File: config.mk
export PLATFORM = sky130hd
export DESIGN_NAME = mem_request_arbiter
export DESIGN_NICKNAME = d
export VERILOG_FILES = /design/src/rtl/falcon_mem_pkg.sv /design/src/rtl/mem_request_arbiter_rr_priority_pick.sv /design/src/rtl/mem_request_arbiter.sv
export SDC_FILE = /design/constraint.sdc
export NUM_CORES = 1
export LEC_CHECK = 0
export BUFFER_PORTS_ARGS = -buffer_cell sky130_fd_sc_hd__clkbuf_2
export CORE_MARGIN = 5
export CORE_UTILIZATION = 35
export CTS_CLUSTER_SIZE = 16
export DETAILED_ROUTE_END_ITERATION = 16
export PLACE_DENSITY_LB_ADDON = 0.12
export SYNTH_ARGS = -nofsm -noshare
export SYNTH_HDL_FRONTEND = slang
export SYNTH_SLANG_ARGS = --single-unit
File: constraint.sdc
create_clock -name clk -period 3.8 [get_ports clk]
set_clock_uncertainty 0.15 [all_clocks]
set_input_delay 0.57 -clock clk [delete_from_list [all_inputs] [get_ports clk]]
set_output_delay 0.57 -clock clk [all_outputs]
set_load 0.02 [all_outputs]
File: src/rtl/falcon_mem_pkg.sv
// Shared definitions for the DDR manager front end: arbiter states,
// default bus widths and manager timing constants used by benches.
package falcon_mem_pkg;

  typedef enum logic [2:0] {
    ST_IDLE,
    ST_ISSUE,
    ST_SETTLE,
    ST_WAIT,
    ST_DONE
  } arb_state_t;

  localparam int DEF_ADDR_W = 18;
  localparam int DEF_DATA_W = 32;

  // Manager-side timing slice, exported for benches modelling the manager.
  localparam int LATCH_TIME = 4;
  localparam int NO_RETURN  = 2;

endpackage

File: src/rtl/mem_request_arbiter_rr_priority_pick.sv
// Rotating priority encoder: first asserted request scanning upward
// from rr_ptr, wrapping modulo N.
module rr_priority_pick #(
  parameter int N     = 3,
  parameter int PTR_W = $clog2(N)
) (
  input  logic [N-1:0]     req,
  input  logic [PTR_W-1:0] rr_ptr,
  output logic             valid,
  output logic [PTR_W-1:0] index
);

  logic [31:0] ptr_ext;

  always_comb begin
    ptr_ext = 32'(rr_ptr);
    valid   = |req;
    index   = '0;
    // Two descending passes, later writes win: wrapped entries below rr_ptr
    // first, then entries at/above rr_ptr override them.
    for (int unsigned i = N; i > 0; i--) begin
      if (req[i-1] && ((i - 1) < ptr_ext)) index = PTR_W'(i - 1);
    end
    for (int unsigned i = N; i > 0; i--) begin
      if (req[i-1] && ((i - 1) >= ptr_ext)) index = PTR_W'(i - 1);
    end
  end

endmodule

File: src/rtl/mem_request_arbiter.sv
// Round-robin arbiter multiplexing single-word requesters onto the DDR
// manager's one-word port; holds the request until the manager drops pause.
module mem_request_arbiter
  import falcon_mem_pkg::*;
#(
  parameter int NUM_REQ       = 3,
  parameter int ADDR_W        = DEF_ADDR_W,
  parameter int DATA_W        = DEF_DATA_W,
  parameter int SETTLE_CYCLES = 1,
  parameter int TIMEOUT       = 1023
) (
  input  logic                      clk,
  input  logic                      reset_n,
  input  logic [NUM_REQ-1:0]        req,
  input  logic [NUM_REQ-1:0]        req_wren,
  input  logic [NUM_REQ*ADDR_W-1:0] req_addr,
  input  logic [NUM_REQ*DATA_W-1:0] req_wdata,
  output logic [NUM_REQ-1:0]        ack,
  output logic [DATA_W-1:0]         rdata,
  output logic                      mem_wren,
  output logic [DATA_W-1:0]         mem_data_write,
  output logic [ADDR_W-1:0]         mem_address,
  input  logic [DATA_W-1:0]         mem_data_read,
  input  logic                      mem_pause,
  input  logic                      mem_ready,
  output logic                      busy,
  output logic                      err_timeout
);

  localparam int          PTR_W   = $clog2(NUM_REQ);
  localparam logic [9:0]  TO_MAX  = 10'(TIMEOUT);
  localparam logic [9:0]  TO_LAST = 10'(TIMEOUT - 1);
  localparam bit          TO_EN   = (TIMEOUT != 0);

  arb_state_t       state, state_nxt;
  logic [PTR_W-1:0] rr_ptr, gnt, pick_idx;
  logic             pick_valid;
  logic [3:0]       settle_cnt;
  logic [9:0]       wait_cnt;

  logic [ADDR_W-1:0] addr_arr  [NUM_REQ];
  logic [DATA_W-1:0] wdata_arr [NUM_REQ];

  always_comb begin
    for (int unsigned i = 0; i < NUM_REQ; i++) begin
      addr_arr[i]  = req_addr[i*ADDR_W +: ADDR_W];
      wdata_arr[i] = req_wdata[i*DATA_W +: DATA_W];
    end
  end

  rr_priority_pick #(
    .N     (NUM_REQ),
    .PTR_W (PTR_W)
  ) u_pick (
    .req    (req),
    .rr_ptr (rr_ptr),
    .valid  (pick_valid),
    .index  (pick_idx)
  );

  always_ff @(posedge clk or negedge reset_n) begin
    if (!reset_n) state <= ST_IDLE;
    else          state <= state_nxt;
  end

  always_comb begin
    state_nxt = state;
    unique case (state)
      ST_IDLE:   if (mem_ready && pick_valid) state_nxt = ST_ISSUE;
      ST_ISSUE:  state_nxt = ST_SETTLE;
      ST_SETTLE: if (settle_cnt <= 4'd1) state_nxt = ST_WAIT;
      ST_WAIT:   if (!mem_pause) state_nxt = ST_DONE;
      ST_DONE:   state_nxt = ST_IDLE;
      default:   state_nxt = ST_IDLE;
    endcase
  end

  always_comb begin
    ack = '0;
    if (state == ST_DONE) ack[gnt] = 1'b1;
    busy        = (state != ST_IDLE);
    err_timeout = TO_EN && (state == ST_WAIT) && mem_pause && (wait_cnt == TO_LAST);
  end

  always_ff @(posedge clk or negedge reset_n) begin
    if (!reset_n) begin
      rr_ptr         <= '0;
      gnt            <= '0;
      settle_cnt     <= '0;
      wait_cnt       <= '0;
      rdata          <= '0;
      mem_wren       <= 1'b0;
      mem_data_write <= '0;
      mem_address    <= '0;
    end else begin
      unique case (state)
        ST_IDLE: begin
          if (mem_ready && pick_valid) begin
            gnt            <= pick_idx;
            mem_wren       <= req_wren[pick_idx];
            mem_address    <= addr_arr[pick_idx];
            mem_data_write <= wdata_arr[pick_idx];
          end
        end
        ST_ISSUE: begin
          settle_cnt <= 4'(SETTLE_CYCLES);
          wait_cnt   <= '0;
        end
        ST_SETTLE: settle_cnt <= settle_cnt - 1'b1;
        ST_WAIT: begin
          // Counter saturates at TIMEOUT so the error pulses once per stall.
          if (!mem_pause)                      rdata    <= mem_data_read;
          else if (TO_EN && wait_cnt != TO_MAX) wait_cnt <= wait_cnt + 1'b1;
        end
        ST_DONE: begin
          rr_ptr   <= (gnt == PTR_W'(NUM_REQ - 1)) ? '0 : gnt + 1'b1;
          mem_wren <= 1'b0;
        end
        default: ;
      endcase
    end
  end

endmodule

---- After elaboration in Yosys (flattened, before gate mapping) ----
Index checks and enable logic that the tools add are counted.
storage, ports and cells
  bits of input ports ..................... 192
  logic and storage cells ................. 86
  register bits after elaboration ......... 104
  output and inout bits ................... 88
operators by class
  reductions and logical operators ........ 21
  equal/unequal tests ..................... 12
  add/subtract/negate cells ............... 3
  bitwise operators ....................... 2
  muxes and demuxes ....................... 28
  order comparisons ....................... 11
operators by type and width
  cell                                                            number
  binary-select mux 32 bit (select 2 bit)                         1
  two-way mux 32 bit                                              2
  binary-select mux 18 bit (select 2 bit)                         1
  two-way mux 18 bit                                              2
  two-way mux 10 bit                                              2
  case mux 10 bit (2 select lines)                                1
  two-way mux 2 bit                                               7
  two-way mux 3 bit                                               4
  case mux 3 bit (4 select lines)                                 1
  adder 10 x 1 -> 10 bit, second input constant                   1
  == test 10 bit, second input constant                           1
  logical AND 1 bit                                               10
  inequality test 10 bit, second input constant                   1
  inequality test 2 bit, second input constant                    4
  case mux 4 bit (2 select lines)                                 1
  == test 3 x 2 -> 1 bit, second input constant                   2
  < comparator 2 x 3 -> 1 bit, second input constant              2
  AND reduction 2 bit                                             3
  AND reduction 3 bit                                             2
  nonzero test 2 bit                                              3
  >= comparator 1 x 2 -> 1 bit, first input constant              2
  less-or-equal comparator 4 x 1 -> 1 bit, second input constant  1
  < comparator 1 x 2 -> 1 bit, first input constant               2
  subtractor 4 x 1 -> 4 bit, second input constant                1
  other kinds (18)                                                20

---- Longest topological paths before layout ----
Gate-level depths: netlist (run 1).
  depth in word-level cells ............... 12
  gate-level depth with buffers ........... 7
  depth with buffers taken out ............ 6

---- By module ----
Synthesis (run 1) repeated with hierarchy kept, for this count alone.
unflattened totals
  cell total of the unflattened synthesis .. 535
  area, all modules ....................... 5,243.8 µm²
modules (own cells, without submodules)
  module               cells each  seq. area each (µm²)  area each (µm²)  times used
  mem_request_arbiter  527         2,602.5               5,192.5          1
  rr_priority_pick     8           0.0                   51.3             1

---- Worst setup path after synthesis (run 1) ----
No wires, ideal clock.
  path type ............................... flip-flop to output port
  start ................................... register state[1]
  end ..................................... output ack[1]
  slack ................................... 1,693 ps
  cell stages (with the launch flop) ...... 5
  required time ........................... 3,080 ps
  data arrival time ....................... 1,387 ps
  buffers on the path ..................... 1
  path through ............................ dfrtp_1 > buf_2 > nor2_1 > nand2_1 > nor3b_1
between the ends
  cells in the longest elaborated chain, start to end .. 2
RTL lines
  element                   RTL line                   text
  start: declaration        mem_request_arbiter.sv:35  arb_state_t state, state_nxt;
  start signal: assignment  mem_request_arbiter.sv:63  else state <= state_nxt;
  == test 3 bit             mem_request_arbiter.sv:80  if (state == ST_DONE) ack[gnt] = 1'b1;
  two-way mux 3 bit         mem_request_arbiter.sv:80
  end: declaration          mem_request_arbiter.sv:18  output logic [NUM_REQ-1:0] ack,
Every way passes these cells.

---- Worst setup path after layout (run 1) ----
Same ends and word-level chain as after synthesis.

==> results of run 1 <==
-- cells in the mapped netlist, types with 5 or more instances --
| cell | instances |
|---|---|
| a21oi_1 | 5 |
| a22oi_1 | 48 |
| buf_2 | 11 |
| buf_4 | 8 |
| clkbuf_1 | 6 |
| dfrtp_1 | 104 |
| inv_1 | 6 |
| mux2_2 | 32 |
| mux2i_1 | 52 |
| nand2_1 | 15 |
| nand3_1 | 7 |
| nor2_1 | 14 |
| o21ai_0 | 46 |
| o21ai_1 | 9 |
| xor2_1 | 7 |
-- kinds of logic after synthesis --
kind of cell | count (synthesis)
multiplexers | 84
flip-flops | 104
XOR/XNOR | 7
adder cells (fa/ha/maj) | 4
AND/OR/NAND/NOR | 72
buffers and inverters | 35
AO/OA/AOI/OAI | 123
-- state kept, by name, summed over array words and instances (netlist names) --
name            cells
rdata              32
gnt                 2
mem_wren            1
wait_cnt           10
mem_data_write     32
state               3
mem_address        18
rr_ptr              2
settle_cnt          4
-- metal layers --
metal | share of wire [%] | GRT usage [%] | vias up
met1 | 38 | 21.1 | 2155
met2 | 51 | 31.6 | 160
li1 | - | - | 2120
met3 | 8.8 | 5.40 | 20
met4 | 2.2 | 6.73 | 0
met5 | 0 | 0 | -
-- power breakdown --
group	total (mW)	switching, mW	internal [mW]
clock	0.896	0.378	0.518
sequential	1.92	0.320	1.60
combinational	2.28	1.35	0.926
-- layout make-up --
type                       instances  area, um2
fill                            1323       7150
tap                              180        225
sequential                       104       2600
multi-input combinational        290       2210
clock buffer                      12        246
clock inverter                     1       30.0
inverter                           7       26.3
timing repair buffer             285       1440
-- how the worst max path moves through the flow --
stage               cells after the start  slack, ps                         end            startpoint
floorplan                               4       1690                      ack[1]  state[1]$_DFFE_PN0P_
global placement                        7       1280        mem_wren$_DFFE_PN0P_                req[2]
detailed placement                      7       1180        mem_wren$_DFFE_PN0P_                req[2]
CTS                                     4       1280                      ack[1]  state[1]$_DFFE_PN0P_
global route                            5       1140  mem_address[1]$_DFFE_PN0P_  state[0]$_DFFE_PN0P_
finish                                  4       1290                      ack[1]  state[1]$_DFFE_PN0P_
==> metrics.txt, run 1 <==
status=finished, final reports clean; # setup viols final=0; Worst Reg-to-Reg Cells=5; ys flop type=dfrtp_1; Post-synth EDFFs=0; PnR worst setup slack=1290 ps; Slowest Stage Delay on Critical Path=520 ps; CTS HTree Levels=3; reg2reg start=state[0]$_DFFE_PN0P_; Antenna Diode Count=0; GPL Wtd Cong=0.786; fmax=399 MHz; post-synth top area share=52.2%; CTS resizes=0; share of layout cells above drive strength 1=48.5%; clock buffer depth=2; most common cell after layout, fill and taps aside=clkbuf_2; # placed instances=866; antenna violations before repair=0; Non-Filler Instances=879; CP top delay family=simple AND/OR/NAND/NOR gates; Critical Path RT=3080 ps; Crit Path Class=reg2out; sinks on the clock net=104; post-synth top area cell=dfrtp_1; Avg Inst Size Synth=11.6 um2; Leak=3.61 nW; CTS Hold Bufs=0; fin util=48.7%; GRT Total Usage=18.2%; ys async rst share=100%; Iter 0 DRT Violations=192; simple-gate share of the synthesized area=8.08%; Rows=43; multiplexer share of the synthesized area=17.7%; # Post-CTS Setup Buffers=0; placed inst area=6510 um2; Routed WL=15.3 mm; largest cells by area after synthesis=dfrtp_1 52%, mux2i_1 10%, a22oi_1 7.2%; largest family of logic cells by synthesized area=multiplexers; DR vias/cell=5.07; Compound-Gate Fraction of Synth Area=15.9%; gr ovfl total=0; vias in the first global route=4702; Worst Path Buf+Inv=1; Syn Nets=625; largest net degree at the start of global routing=67; XOR/XNOR Fraction of Synth Area=1.23%; Hold Vio Cnt, Final=0; CTS tree=built; register area share after synthesis=52.2%; worst-margin pin slew=1100 ps; Mapped Area=4980 um2; Arr. time, crit path=1790 ps; core box area=13900 um2; fin crit share=66.0%; Tmin final=2510 ps; worst skew pair latency=350 ps; Die Height=129 um; Post-Synth Adder-Cell Area=1.00%; WL/cell=17.4 um; critical path, cell by cell=nor2_1 -> nand2_1 -> nor3b_1 -> clkbuf_2; setup_tns=0 ps; Synth warnings=0; DRT Pass-1 Iters=6; Root Driver=clkbuf_16; I/O Buffers=279; IR drop worst, VDD=0.416 mV; antenna viol nets, final=0; I/O pin total=280; R2R Path End=mem_address[1]$_DFFE_PN0P_; # DRC=0; Layout area overhead=36.2%; nets@finish=893; die width=129 um; crit end category=output pin; smallest hold slack=184 ps; total vias in the final route=4455; clock slew at reported path FFs=70 ps; CP max-delay cell=dfrtp_1; synth unique cells=47; DP Worst Slack=1180 ps; commonest non-fill, non-tap cells in the layout=278 x clkbuf_2, 104 x dfrtp_1, 52 x mux2i_1; cell count after synthesis=429; r2r setup slk=1390 ps; flops & latches, synth=104; Slew Limit Fails=0; CP Max Fanout=11; maxcap violations=0; worst hold-check path type=in2async; critical path launch point type=flip-flop; Max-slew headroom=26.6%; CTS Buf Count=9; pwr dens=751 nW/um2; Die ar.=16700 um2; RSZ-0062 raised after global routing=false; Design Power=5.09 mW; dpl hpwl=11.7 mm; Starting Density=35.8%; first-pass GRT wire length=23.9 mm; final instance area=6790 um2
No activity file was read; power rests on OpenSTA's default activity.
==> run 2, diff against run 1 <==
==> constraint.sdc (replaced) <==
create_clock -name clk -period 2.6 [get_ports clk]
set_clock_uncertainty 0.15 [all_clocks]
set_input_delay 0.39 -clock clk [delete_from_list [all_inputs] [get_ports clk]]
set_output_delay 0.39 -clock clk [all_outputs]
set_load 0.02 [all_outputs]
==> run 2 against run 1 <==
  * Sequential power grew 45%
  * Combinational power is 50% higher
  * Global-route usage decreased by 0.23 points
  * Worst hold slack worse by 71 ps
  * Cell area rose by 1.8%
  * Critical path depth stayed put
  * Critical path type unchanged
==> metrics.txt, run 2 (same netlist as run 1, synthesis figures left out) <==
status=finished, final reports clean; DRT Pass-1 Iters=5; Register Area=2600 um2; commonest non-fill, non-tap cells in the layout=278 x clkbuf_2, 104 x dfrtp_1, 52 x mux2i_1; core box area=13900 um2; Max-slew headroom=59.4%; Layout area overhead=38.6%; nets@finish=902; worst-margin pin slew=605 ps; Slew Limit Fails=0; CTS HTree Levels=3; antenna viol nets, final=0; clock slew at reported path FFs=70 ps; Antenna Diode Count=0; fin crit share=89.3%; fin util=49.6%; Root Driver=clkbuf_16; fmax=431 MHz; Iter 0 DRT Violations=158; DP Worst Slack=499 ps; area of the multi-input gates=2210 um2; vias in the first global route=4721; worst hold-check path type=in2reg; PnR worst setup slack=279 ps; Critical Path RT=2060 ps; # placed instances=874; pwr dens=1090 nW/um2; GRT Total Usage=17.9%; IR drop worst, VDD=0.641 mV; Die ar.=16700 um2; first-pass GRT wire length=23.6 mm; sinks on the clock net=104; setup_tns=0 ps; Leak=3.66 nW; worst skew pair latency=350 ps; Starting Density=35.8%; Rows=43; Tmin final=2320 ps; Arr. time, crit path=1780 ps; CTS resizes=0; Design Power=7.50 mW; CTS Buf Count=9; I/O Buffers=279; die width=129 um; Top Registers=mem_data_write (32), rdata (32), mem_address (18); Die Height=129 um; gr ovfl total=0; Routed WL=15.4 mm; RSZ-0062 raised after global routing=false; largest net degree at the start of global routing=52; CP Max Fanout=13; GPL Wtd Cong=0.840; DR vias/cell=5.03; antenna violations before repair=0; critical path launch point type=flip-flop; I/O pin total=280; crit end category=output pin; # DRC=0; CTS tree=built; # setup viols final=0; total vias in the final route=4482; fillcell total=1321; Hold Vio Cnt, Final=0; Crit Path Class=reg2out; WL/cell=17.3 um; Non-Filler Instances=891; most common cell after layout, fill and taps aside=clkbuf_2; maxcap violations=0; share of layout cells above drive strength 1=49.4%; clock buffer depth=2; dpl hpwl=12.0 mm
run 2: changes by cell type in the layout (fill, tap and decap cells not counted):
cell	previous run	this run
clkbuf_8	1	0
clkbuf_1	2	1
inv_6	0	4
buf_4	7	11
clkinvlp_4	0	2
dlygate4sd3_1	0	1
buf_12	0	4
bufinv_16	1	0
run 2: what timing repair did:
item                                   CTS  global route
endpoints found under the hold margin   27             0
setup endpoints to repair                0             0
hold buffers                             1             0
setup buffers                            0             0
run 2: final cells by class:
class	instances	share of cell area [%]
Sequential cell	104	37.7
Multi-Input combinational cell	290	32.0
Tap cell	180	3.26
Timing Repair Buffer	294	22.6
Clock buffer	10	3.31
Clock inverter	6	0.725
Inverter	7	0.380
run 2: routing by layer:
layer / up-vias / wire length [um] / global-route usage, %
met5: - / 0 / 0
met4: 0 / 478 / 7.91
met3: 30 / 1310 / 5.19
met2: 174 / 7640 / 30.2
met1: 2136 / 5960 / 21.3
li1: 2142 / - / -
run 2: through the flow:
step	instance area [um2]	hold slack, ps
after global placement	6620	185
after floorplan	4980	-55.6
after detailed placement	6620	186
final	6910	113
after global routing	6910	95.2
after CTS	6910	98.6
run 2: worst max-delay path: stages, from the launching register on:
cell	delay [ps]
dfrtp_1	520
nor2_1	160
nand2_1	170
nor3b_1	340
clkbuf_2	240
run 2: report_power, final:
group          switching, mW  total [mW]  internal, mW
clock network          0.632        1.30         0.664
logic                   2.00        3.42          1.42
registers              0.457        2.79          2.33
total                   3.09        7.50          4.41
run 2: final timing paths:
path / startpoint / to / slack [ps] / cells after the start
worst max-delay path: state[0]$_DFFE_PN0P_ / ack[1] / 280 / 4
worst min-delay path: req_addr[48] / mem_address[12]$_DFFE_PN0P_ / 110 / 3
worst max register to register: state[0]$_DFFE_PN0P_ / mem_data_write[5]$_DFFE_PN0P_ / 500 / 6
worst min register to register: mem_address[0]$_DFFE_PN0P_ / mem_address[0]$_DFFE_PN0P_ / 340 / 2
max in group asynchronous: reset_n / mem_address[10]$_DFFE_PN0P_ / 1150 / 3
min in group asynchronous: reset_n / rdata[12]$_DFFE_PN0P_ / 350 / 2
==> run 3, diff against run 2 <==
--- a/config.mk
+++ b/config.mk
@@ -10,7 +10,7 @@
 export CORE_UTILIZATION = 35
 export CTS_CLUSTER_SIZE = 16
 export DETAILED_ROUTE_END_ITERATION = 16
-export PLACE_DENSITY_LB_ADDON = 0.12
+export PLACE_DENSITY = 0.73
 export SYNTH_ARGS = -nofsm -noshare
 export SYNTH_HDL_FRONTEND = slang
 export SYNTH_SLANG_ARGS = --single-unit
==> run 3 against run 2 <==
  * Cell area decreased by 0.36%
  * Final cell count decreased by 0.34%
  * Flip-flop and latch count unchanged
  * Non-clock buffer count decreased by 4
  * Setup slack got worse by 35 ps
  * Critical path type unchanged
==> metrics.txt, run 3 (same netlist as run 1, synthesis figures left out) <==
status=finished, final reports clean; first-pass GRT wire length=22.9 mm; most common cell after layout, fill and taps aside=clkbuf_2; CTS tree=built; r2r setup slk=250 ps; Starting Density=35.8%; DP Worst Slack=138 ps; pwr dens=1090 nW/um2; Critical Path RT=2060 ps; RSZ-0062 raised after global routing=false; smallest hold slack=118 ps; # placed instances=870; CP max-delay cell=dfrtp_1; critical path launch point type=flip-flop; Die Height=129 um; IR drop worst, VDD=0.656 mV; CTS HTree Levels=3; Rows=43; Die ar.=16700 um2; Worst Path Buf+Inv=1; antenna viol nets, final=0; # Post-CTS Setup Buffers=0; reg2reg start=state[0]$_DFFE_PN0P_; Root Driver=clkbuf_16; CP Max Fanout=11; DRT Pass-1 Iters=4; fmax=424 MHz; WL/cell=17.0 um; clock slew at reported path FFs=80 ps; # setup viols final=0; commonest non-fill, non-tap cells in the layout=278 x clkbuf_2, 104 x dfrtp_1, 52 x mux2i_1; worst-margin pin slew=707 ps; total vias in the final route=4434; DR vias/cell=4.99; I/O pin total=280; I/O Buffers=279; critical path, cell by cell=nor2_1 -> nand2_1 -> nor3b_1 -> clkbuf_2; worst hold start=req_wdata[93]; Max-slew headroom=52.8%; Crit Path Class=reg2out; start point of the critical path=state[1]$_DFFE_PN0P_; Iter 0 DRT Violations=212; worst skew pair latency=350 ps; core box area=13900 um2; dpl hpwl=11.6 mm; Leak=3.65 nW; Routed WL=15.1 mm; setup_tns=0 ps; share of layout cells above drive strength 1=49.3%; gr ovfl total=0; nets@finish=899; largest net degree at the start of global routing=53; Top Registers=mem_data_write (32), rdata (32), mem_address (18); GPL Wtd Cong=0.823; fin crit share=90.6%; Antenna Diode Count=0; Layout area overhead=38.1%; CP top delay family=simple AND/OR/NAND/NOR gates; Hold Vio Cnt, Final=0; crit end category=output pin; Tmin final=2360 ps; PnR worst setup slack=244 ps; die width=129 um; Slew Limit Fails=0; # DRC=0; worst hold-check path type=in2reg; CTS Buf Count=9; Non-Filler Instances=888; sinks on the clock net=104; antenna violations before repair=0; fillcell total=1317; clock buffer depth=2; Arr. time, crit path=1820 ps; maxcap violations=0; GRT Total Usage=17.3%; vias in the first global route=4594; Slowest Stage Delay on Critical Path=530 ps
run 3: cell types whose count changed in the layout (fill, tap and decap cells not counted), moves of 2 or more:
cell        delta
inv_6          -2
buf_4          -2
clkinvlp_4     -2
buf_12         -2
run 3: through the flow:
| stage | area (um2) | utilization [%] | power (mW) |
|---|---|---|---|
| 2_1_floorplan | 4980 | - | 4.99 |
| 3_3_place_gp | 6560 | 47.1 | 6.16 |
| 3_5_place_dp | 6560 | 47.1 | 6.26 |
| 4_1_cts | 6870 | 49.3 | 7.63 |
| 5_1_grt | 6880 | 49.4 | 8.07 |
| 6_report | 6880 | 49.4 | 7.52 |
run 3: path summary, 6_finish.rpt:
check                      cells after the start                              to
setup / recovery                               4                          ack[2]
hold / removal                                 3  mem_data_write[29]$_DFFE_PN0P_
setup reg to reg                               6     mem_address[12]$_DFFE_PN0P_
hold reg to reg                                2     mem_address[14]$_DFFE_PN0P_
max in group asynchronous                      3  mem_data_write[11]$_DFFE_PN0P_
min in group asynchronous                      2           rdata[12]$_DFFE_PN0P_
run 3: per-layer routing:
metal  vias up  routed length, um  GRT usage (%)
li1       2133                  -              -
met1      2099               5830           20.5
met2       189               7540           29.7
met3        13               1500           6.39
met4         0                238           4.94
met5         -                  0              0
run 3: cell type report:
| cell class | count | area [um2] | area share (%) |
|---|---|---|---|
| Clock buffer | 10 | 239 | 3.47 |
| Sequential cell | 104 | 2600 | 37.8 |
| Tap cell | 180 | 225 | 3.27 |
| Multi-Input combinational cell | 291 | 2220 | 32.3 |
| Timing Repair Buffer | 290 | 1510 | 21.9 |
| Clock inverter | 6 | 58.8 | 0.854 |
| Inverter | 7 | 26.3 | 0.382 |
run 3: power by group:
group	switching (mW)	total (mW)	internal [mW]
clock	0.637	1.34	0.698
sequential	0.473	2.81	2.33
combinational	1.99	3.38	1.38
total	3.10	7.52	4.42
run 3: worst min-delay path, delay by kind of cell:
kind,cells,cell delay (ps)
AO/OA/AOI/OAI,2,110
buffers and inverters,1,80
run 3: timing repair:
item / in CTS / in global routing
hold buffers: 1 / 0
hold endpoints to repair: 50 / 0
gates resized for setup: 0 / 1
endpoints found under the setup margin: 0 / 29
